===== src/rtl/mem_bus_arbiter.sv =====
// Two-master (m0 = data, m1 = fetch) to one-slave arbiter for an Avalon-style memory bus.
// Optional macro ROUND_ROBIN_EN: alternate tie priority after each completed transfer (default: m0 wins ties).
module mem_bus_arbiter #(
   parameter int READ_LATENCY = 1,
   parameter int ADDR_W       = 32
) (
   input  logic              clk,
   input  logic              reset,
   input  logic [ADDR_W-1:0] m0_address,
   input  logic [31:0]       m0_writedata,
   input  logic              m0_read,
   input  logic              m0_write,
   input  logic [3:0]        m0_byteenable,
   output logic              m0_waitrequest,
   output logic [31:0]       m0_readdata,
   output logic              m0_readdatavalid,
   input  logic [ADDR_W-1:0] m1_address,
   input  logic [31:0]       m1_writedata,
   input  logic              m1_read,
   input  logic              m1_write,
   input  logic [3:0]        m1_byteenable,
   output logic              m1_waitrequest,
   output logic [31:0]       m1_readdata,
   output logic              m1_readdatavalid,
   output logic [ADDR_W-1:0] s_address,
   output logic [31:0]       s_writedata,
   output logic              s_read,
   output logic              s_write,
   output logic [3:0]        s_byteenable,
   input  logic              s_waitrequest,
   input  logic [31:0]       s_readdata
);

   typedef enum logic [1:0] {
      IDLE  = 2'd0,
      ISSUE = 2'd1,
      RESP  = 2'd2
   } state_t;

   localparam logic [2:0] LAT = 3'(READ_LATENCY);

   state_t      r_state, w_state_nxt;
   logic        r_gnt, w_gnt_nxt;
   logic        r_prio, w_prio_nxt;
   logic [2:0]  r_cnt, w_cnt_nxt;
   logic [31:0] r_rdata0, r_rdata1;
   logic        w_req0, w_req1, w_pick;
   logic        w_sel_write, w_sel_read;
   logic        w_valid0, w_valid1;

   assign w_req0      = m0_read | m0_write;
   assign w_req1      = m1_read | m1_write;
   // A simultaneous read and write from one master is treated as a write.
   assign w_sel_write = r_gnt ? m1_write : m0_write;
   assign w_sel_read  = r_gnt ? (m1_read & ~m1_write) : (m0_read & ~m0_write);

`ifdef ROUND_ROBIN_EN
   localparam logic RR_EN = 1'b1;
   assign w_pick = (w_req0 & w_req1) ? r_prio : w_req1;
`else
   localparam logic RR_EN = 1'b0;
   assign w_pick = ~w_req0;
`endif

   // State, grant, priority pointer, latency counter and held read data.
   always_ff @(posedge clk) begin
      if (reset) begin
         r_state  <= IDLE;
         r_gnt    <= 1'b0;
         r_prio   <= 1'b0;
         r_cnt    <= 3'd0;
         r_rdata0 <= 32'd0;
         r_rdata1 <= 32'd0;
      end else begin
         r_state <= w_state_nxt;
         r_gnt   <= w_gnt_nxt;
         r_prio  <= w_prio_nxt;
         r_cnt   <= w_cnt_nxt;
         if (w_valid0) r_rdata0 <= s_readdata;
         else          r_rdata0 <= r_rdata0;
         if (w_valid1) r_rdata1 <= s_readdata;
         else          r_rdata1 <= r_rdata1;
      end
   end

   // Next-state logic and bus/handshake outputs.
   always_comb begin
      w_state_nxt    = r_state;
      w_gnt_nxt      = r_gnt;
      w_prio_nxt     = r_prio;
      w_cnt_nxt      = r_cnt;
      s_address      = '0;
      s_writedata    = 32'd0;
      s_byteenable   = 4'd0;
      s_read         = 1'b0;
      s_write        = 1'b0;
      m0_waitrequest = 1'b1;
      m1_waitrequest = 1'b1;
      w_valid0       = 1'b0;
      w_valid1       = 1'b0;
      case (r_state)
         IDLE: begin
            if (w_req0 | w_req1) begin
               w_state_nxt = ISSUE;
               w_gnt_nxt   = w_pick;
            end else begin
               w_state_nxt = IDLE;
            end
         end
         ISSUE: begin
            s_address    = r_gnt ? m1_address    : m0_address;
            s_writedata  = r_gnt ? m1_writedata  : m0_writedata;
            s_byteenable = r_gnt ? m1_byteenable : m0_byteenable;
            s_write      = w_sel_write;
            s_read       = w_sel_read;
            if (!s_waitrequest) begin
               if (r_gnt) m1_waitrequest = 1'b0;
               else       m0_waitrequest = 1'b0;
               if (w_sel_write) begin
                  w_state_nxt = IDLE;
                  w_prio_nxt  = RR_EN ? ~r_prio : r_prio;
               end else begin
                  w_state_nxt = RESP;
                  w_cnt_nxt   = LAT;
               end
            end else begin
               w_state_nxt = ISSUE;
            end
         end
         RESP: begin
            // Counter value 1 marks the cycle the slave's read data is valid.
            if (r_cnt == 3'd1) begin
               if (r_gnt) w_valid1 = 1'b1;
               else       w_valid0 = 1'b1;
               w_state_nxt = IDLE;
               w_prio_nxt  = RR_EN ? ~r_prio : r_prio;
            end else begin
               w_cnt_nxt = r_cnt - 3'd1;
            end
         end
         default: begin
            w_state_nxt = IDLE;
         end
      endcase
   end

   assign m0_readdatavalid = w_valid0;
   assign m1_readdatavalid = w_valid1;
   assign m0_readdata      = w_valid0 ? s_readdata : r_rdata0;
   assign m1_readdata      = w_valid1 ? s_readdata : r_rdata1;

endmodule


===== config.mk =====
export PLATFORM = sky130hd
export DESIGN_NAME = mem_bus_arbiter
export DESIGN_NICKNAME = d
export VERILOG_FILES = /design/src/rtl/mem_bus_arbiter.sv
export SDC_FILE = /design/constraint.sdc
export NUM_CORES = 1
export LEC_CHECK = 0
export ABC_AREA = 0
export BUFFER_PORTS_ARGS = -buffer_cell sky130_fd_sc_hd__buf_2
export CAP_MARGIN = 5
export CORE_AREA = 2 2 123 125
export CTS_CLUSTER_SIZE = 28
export DETAILED_ROUTE_END_ITERATION = 8
export DIE_AREA = 0 0 125 127
export PLACE_DENSITY = 0.66
export SLEW_MARGIN = 20
export SYNTH_ARGS = -nofsm -noshare
export SYNTH_HDL_FRONTEND = slang
export SYNTH_SLANG_ARGS = --single-unit

===== constraint.sdc =====
create_clock -name clk -period 1.5 [get_ports clk]
set_input_delay 0 -clock clk [delete_from_list [all_inputs] [get_ports clk]]
set_output_delay 0 -clock clk [all_outputs]
set_load 0.02 [all_outputs]

==> results.txt <==
The flow ran to the end, but the final reports show violations. The checks that failed: negative setup slack. The HPWL after detailed placement is ~14000 µm. The distinct cell type count of the synthesized netlist is 30. The global route total overflow is 0.

By area the synthesized netlist is led by sky130_fd_sc_hd__dfxtp_1, sky130_fd_sc_hd__mux2i_1, sky130_fd_sc_hd__mux2_2. Among all stages on the critical path, the largest delay is contributed by sky130_fd_sc_hd__dfxtp_2. For this design the top-level I/O count stands at 313. The final setup skew came out at around 7.0 ps. After detailed routing, the met3 layer carries roughly 1500 µm of wire. The remaining number of nets flagged by the antenna check after routing came out at 0. The required arrival time at the worst endpoint came out at approximately 1500 ps. The setup violation total in the final timing report is between 150 and 200. Yosys instantiated no cell more often than sky130_fd_sc_hd__mux2i_1. The initial core utilization came out at 0.315. The max-slew violation total from the final report came out at 0. The total power came out at around 6.4 mW.

After synthesis, the most frequently instantiated cells are sky130_fd_sc_hd__mux2i_1, sky130_fd_sc_hd__nand2_1, sky130_fd_sc_hd__nor2_1. The share of synthesized flip-flops with an asynchronous set or reset came out at 0. The per-cell routed wire length is between 15 and 20 µm. For this run, the leading register cell type out of synthesis is sky130_fd_sc_hd__dfxtp_1.

TritonCTS built the clock tree. The hold path depth came out at 4. The die is 125 µm wide. The average footprint of a synthesized cell came out at just under 9 µm². The number of global-route vias before repair came out at 5138. The first detailed-routing pass ran for 6 iterations. The critical path crosses 8 cells after its start point. The largest net degree at the start of global routing is 49.

The post-synthesis instance total came out at between 500 and 600. The number of synthesized flops with an enable pin came out at 0. The number of buffer and inverter stages on the critical path came out at 4. Summed over all cells, the static leakage comes to approximately 4.5 nW. The transition time of the tightest slew-check pin came out at 285 ps. In this run the deepest clock path goes through 2 buffers. The dominant combinational cell family by area after synthesis is multiplexers. Of the total synthesized cell area, the portion taken by full adders, half adders and majority gates is 0.00550.

Of the total synthesized cell area, the portion taken by XOR and XNOR cells is 0. The number of max-cap violations is 0. The fraction of synthesized cell area taken by the top area cell type is 0.308. The type of element capturing the critical path is a primary output. The share of the core filled with cells in the final layout came out at 0.647. The full die area is between 0.015 and 0.02 mm².

The clock-pin slew of the registers on the worst-case setup and hold paths came out at ~60 ps. The area fraction in compound gates after synthesis came out at 0.0170. The number of vias per cell after detailed routing came out at 4.94. In the global route stage, overall resource usage came out at 0.227. Data on the critical path arrives at its endpoint at 1940 ps.

The cell family contributing the most delay on the critical path is buffers and inverters. The post-route clock period utilization came out at 1.29. The highest metal layer carrying signal wires in the routed design is met5.

The signed area change from the synthesized netlist to the final layout came out at 105%. Summed over all instances, the cell type with the most area after synthesis is sky130_fd_sc_hd__dfxtp_1. The number of nets produced by synthesis came out at around 690.

The mux cell area share after synthesis came out at 0.451. The floorplan step set the die height to about 130 µm. The minimum period implied by the final worst setup slack is between 1500 and 2000 ps.

The worst max-slew margin expressed relative to the limit is 0.809. The setup slack of the critical path after layout is -435 ps. The register bit total from synthesis is 70. The worst setup path is of the flip-flop to primary output kind. The routed wire length on met2 is around 12000 µm. The worst hold path belongs to the class input port to flip-flop.

The largest single stage delay on the critical path is just over 300 ps. Clock latency on the worst-skew pair, taken at its later pin, is roughly 330 ps. The worst vdd rail ir drop came out at 0.639 mV.

The net count of the finished layout is roughly 1100. The violation count after the first detailed-routing iteration is ~300. The initial antenna violation count came out at 6.

The first global-routing pass estimated roughly 28000 µm of wire. The via total after detailed routing is 5523. The final weighted congestion of routability-driven global placement is 0.825. The cell count of the worst reg-to-reg path is 9. Row generation in the floorplan step produced 44 rows. In the routed design, unresolved DRC markers number 0. The proportion of layout cells with a drive suffix above 1 came out at 0.602. The total CTS buffers is 9. The total standard cell area after synthesis is roughly 0.0046 mm².

Input and output buffers added on the ports amount to between 300 and 400. The maximum fanout count along the critical path is 6. The simple-gate share of the synthesized area is 0.162. The core box area came out at roughly 0.014 mm².

The tree is rooted in a sky130_fd_sc_hd__clkbuf_16. The deepest level of the CTS H-tree is 3. The total number of yosys warnings came out at 0. The worst setup path is launched from a flip-flop. The number of hold violations in the final report is 0. The signal on the critical path passes through inv_2, ha_4, and4bb_4, nand2_8, buf_8, buf_12, mux2_2, buf_6.

Counting every sink on the clock net gives 70. The power density over cell area is 681 mW/mm². The routed metal-1 wire length is about 8000 µm. The achievable clock frequency came out at 517 MHz. Setup repair after global routing could not meet its margin everywhere. The sequential-to-total area share from yosys stat came out at 0.308. The sum of routed wire length over all layers is 22100 µm.
## cell usage in the layout, fill, tap and decap left out, types with 2 or more instances in the layout
cell | synthesis | layout
sky130_fd_sc_hd__buf_2 | 9 | 205
sky130_fd_sc_hd__mux2i_1 | 133 | 102
sky130_fd_sc_hd__nand2_1 | 99 | 99
sky130_fd_sc_hd__buf_6 | 6 | 89
sky130_fd_sc_hd__buf_4 | 7 | 70
sky130_fd_sc_hd__dfxtp_1 | 70 | 65
sky130_fd_sc_hd__nor2_1 | 73 | 50
sky130_fd_sc_hd__mux2_2 | 64 | 43
sky130_fd_sc_hd__dlygate4sd3_1 | 0 | 35
sky130_fd_sc_hd__nor2_4 | 0 | 21
sky130_fd_sc_hd__mux2_4 | 0 | 21
sky130_fd_sc_hd__mux2i_4 | 0 | 18
sky130_fd_sc_hd__clkbuf_16 | 0 | 18
sky130_fd_sc_hd__buf_12 | 0 | 17
sky130_fd_sc_hd__mux2i_2 | 0 | 13
sky130_fd_sc_hd__buf_8 | 0 | 10
sky130_fd_sc_hd__buf_16 | 0 | 8
sky130_fd_sc_hd__dfxtp_2 | 0 | 4
sky130_fd_sc_hd__diode_2 | 0 | 3
sky130_fd_sc_hd__inv_2 | 2 | 3
sky130_fd_sc_hd__nand2b_1 | 5 | 3
sky130_fd_sc_hd__inv_1 | 4 | 2
sky130_fd_sc_hd__nand2b_4 | 0 | 2
sky130_fd_sc_hd__nor2_2 | 0 | 2
sky130_fd_sc_hd__nor3_1 | 2 | 2
sky130_fd_sc_hd__a21oi_1 | 2 | 2
sky130_fd_sc_hd__clkinvlp_4 | 0 | 2
sky130_fd_sc_hd__bufinv_16 | 0 | 2
sky130_fd_sc_hd__nand2b_2 | 0 | 2
## cell type report
class,instances,area (µm²)
Antenna cell,3,7.51
Clock buffer,10,229
Clock inverter,5,83.8
Fill cell,1156,5090
Inverter,6,38.8
Multi-Input combinational cell,397,3490
Sequential cell,70,1410
Tap cell,184,230
Timing Repair Buffer,443,3840
## worst min-delay path, cell delays in order
cell	delay [ps]
sky130_fd_sc_hd__buf_2	120
sky130_fd_sc_hd__nand2b_1	130
sky130_fd_sc_hd__o41ai_1	50
sky130_fd_sc_hd__nor3_1	40
## state kept, by name, summed over array words and instances (netlist names)
register,cells
r_cnt,3
r_rdata0,32
r_gnt,1
r_state,2
r_rdata1,32
## report_power, final
group | switching (mW) | internal, mW | leakage [nW]
combinational | 1.05 | 1.12 | 3.80
clock | 0.836 | 1.45 | 0.145
sequential | 0.0150 | 1.88 | 0.567
total | 1.90 | 4.45 | 4.52
## worst paths after layout
check                              startpoint         endpoint  slack [ps]
worst min-delay path            s_waitrequest       r_state[0]          50
worst max register to register       r_cnt[1]      r_rdata0[8]        -240
worst min register to register   r_rdata0[22]     r_rdata0[22]         460
worst max-delay path                 r_cnt[1]  m1_readdata[24]        -440
## cell families (layout without fill, tap and decap cells)
group                      count (synthesis)  count (layout)
other                                      0               3
buffers and inverters                     46             464
and+or+nand+nor                          186             188
adders and majority gates                  2               2
DFF                                       70              70
AOI/OAI and AO/OA                         10              10
muxes                                    197             197
## routing by layer
metal,GRT usage,vias up
li1,-,2594
met5,0,-
met2,0.416,244
met3,0.0716,45
met1,0.246,2634
met4,0.0797,6
## metrics by stage
| step | area [µm²] | hold WS, ps | setup WS [ps] | TNS (ps) | instances |
|---|---|---|---|---|---|
| 2_1_floorplan | 4570 | 160 | -9.15 | -198 | 511 |
| 3_3_place_gp | 6460 | 299 | -123 | -8780 | 997 |
| 3_5_place_dp | 6460 | 303 | -201 | -11340 | 997 |
| 4_1_cts | 8040 | 23.3 | -473 | -35780 | 1082 |
| 5_1_grt | 9330 | 73.0 | -500 | -42300 | 1117 |
| 6_report | 9330 | 50.6 | -435 | -31920 | 1118 |
## repair_timing
action,4_1_cts,5_1_grt
hold buffers,35,0
gates resized for setup,137,242
endpoints found under the setup margin,184,196
pin swaps,6,27
gates cloned,10,12
hold endpoints to repair,67,0
buffers inserted,27,27
Note: power is estimated with default switching activity, not from simulation.
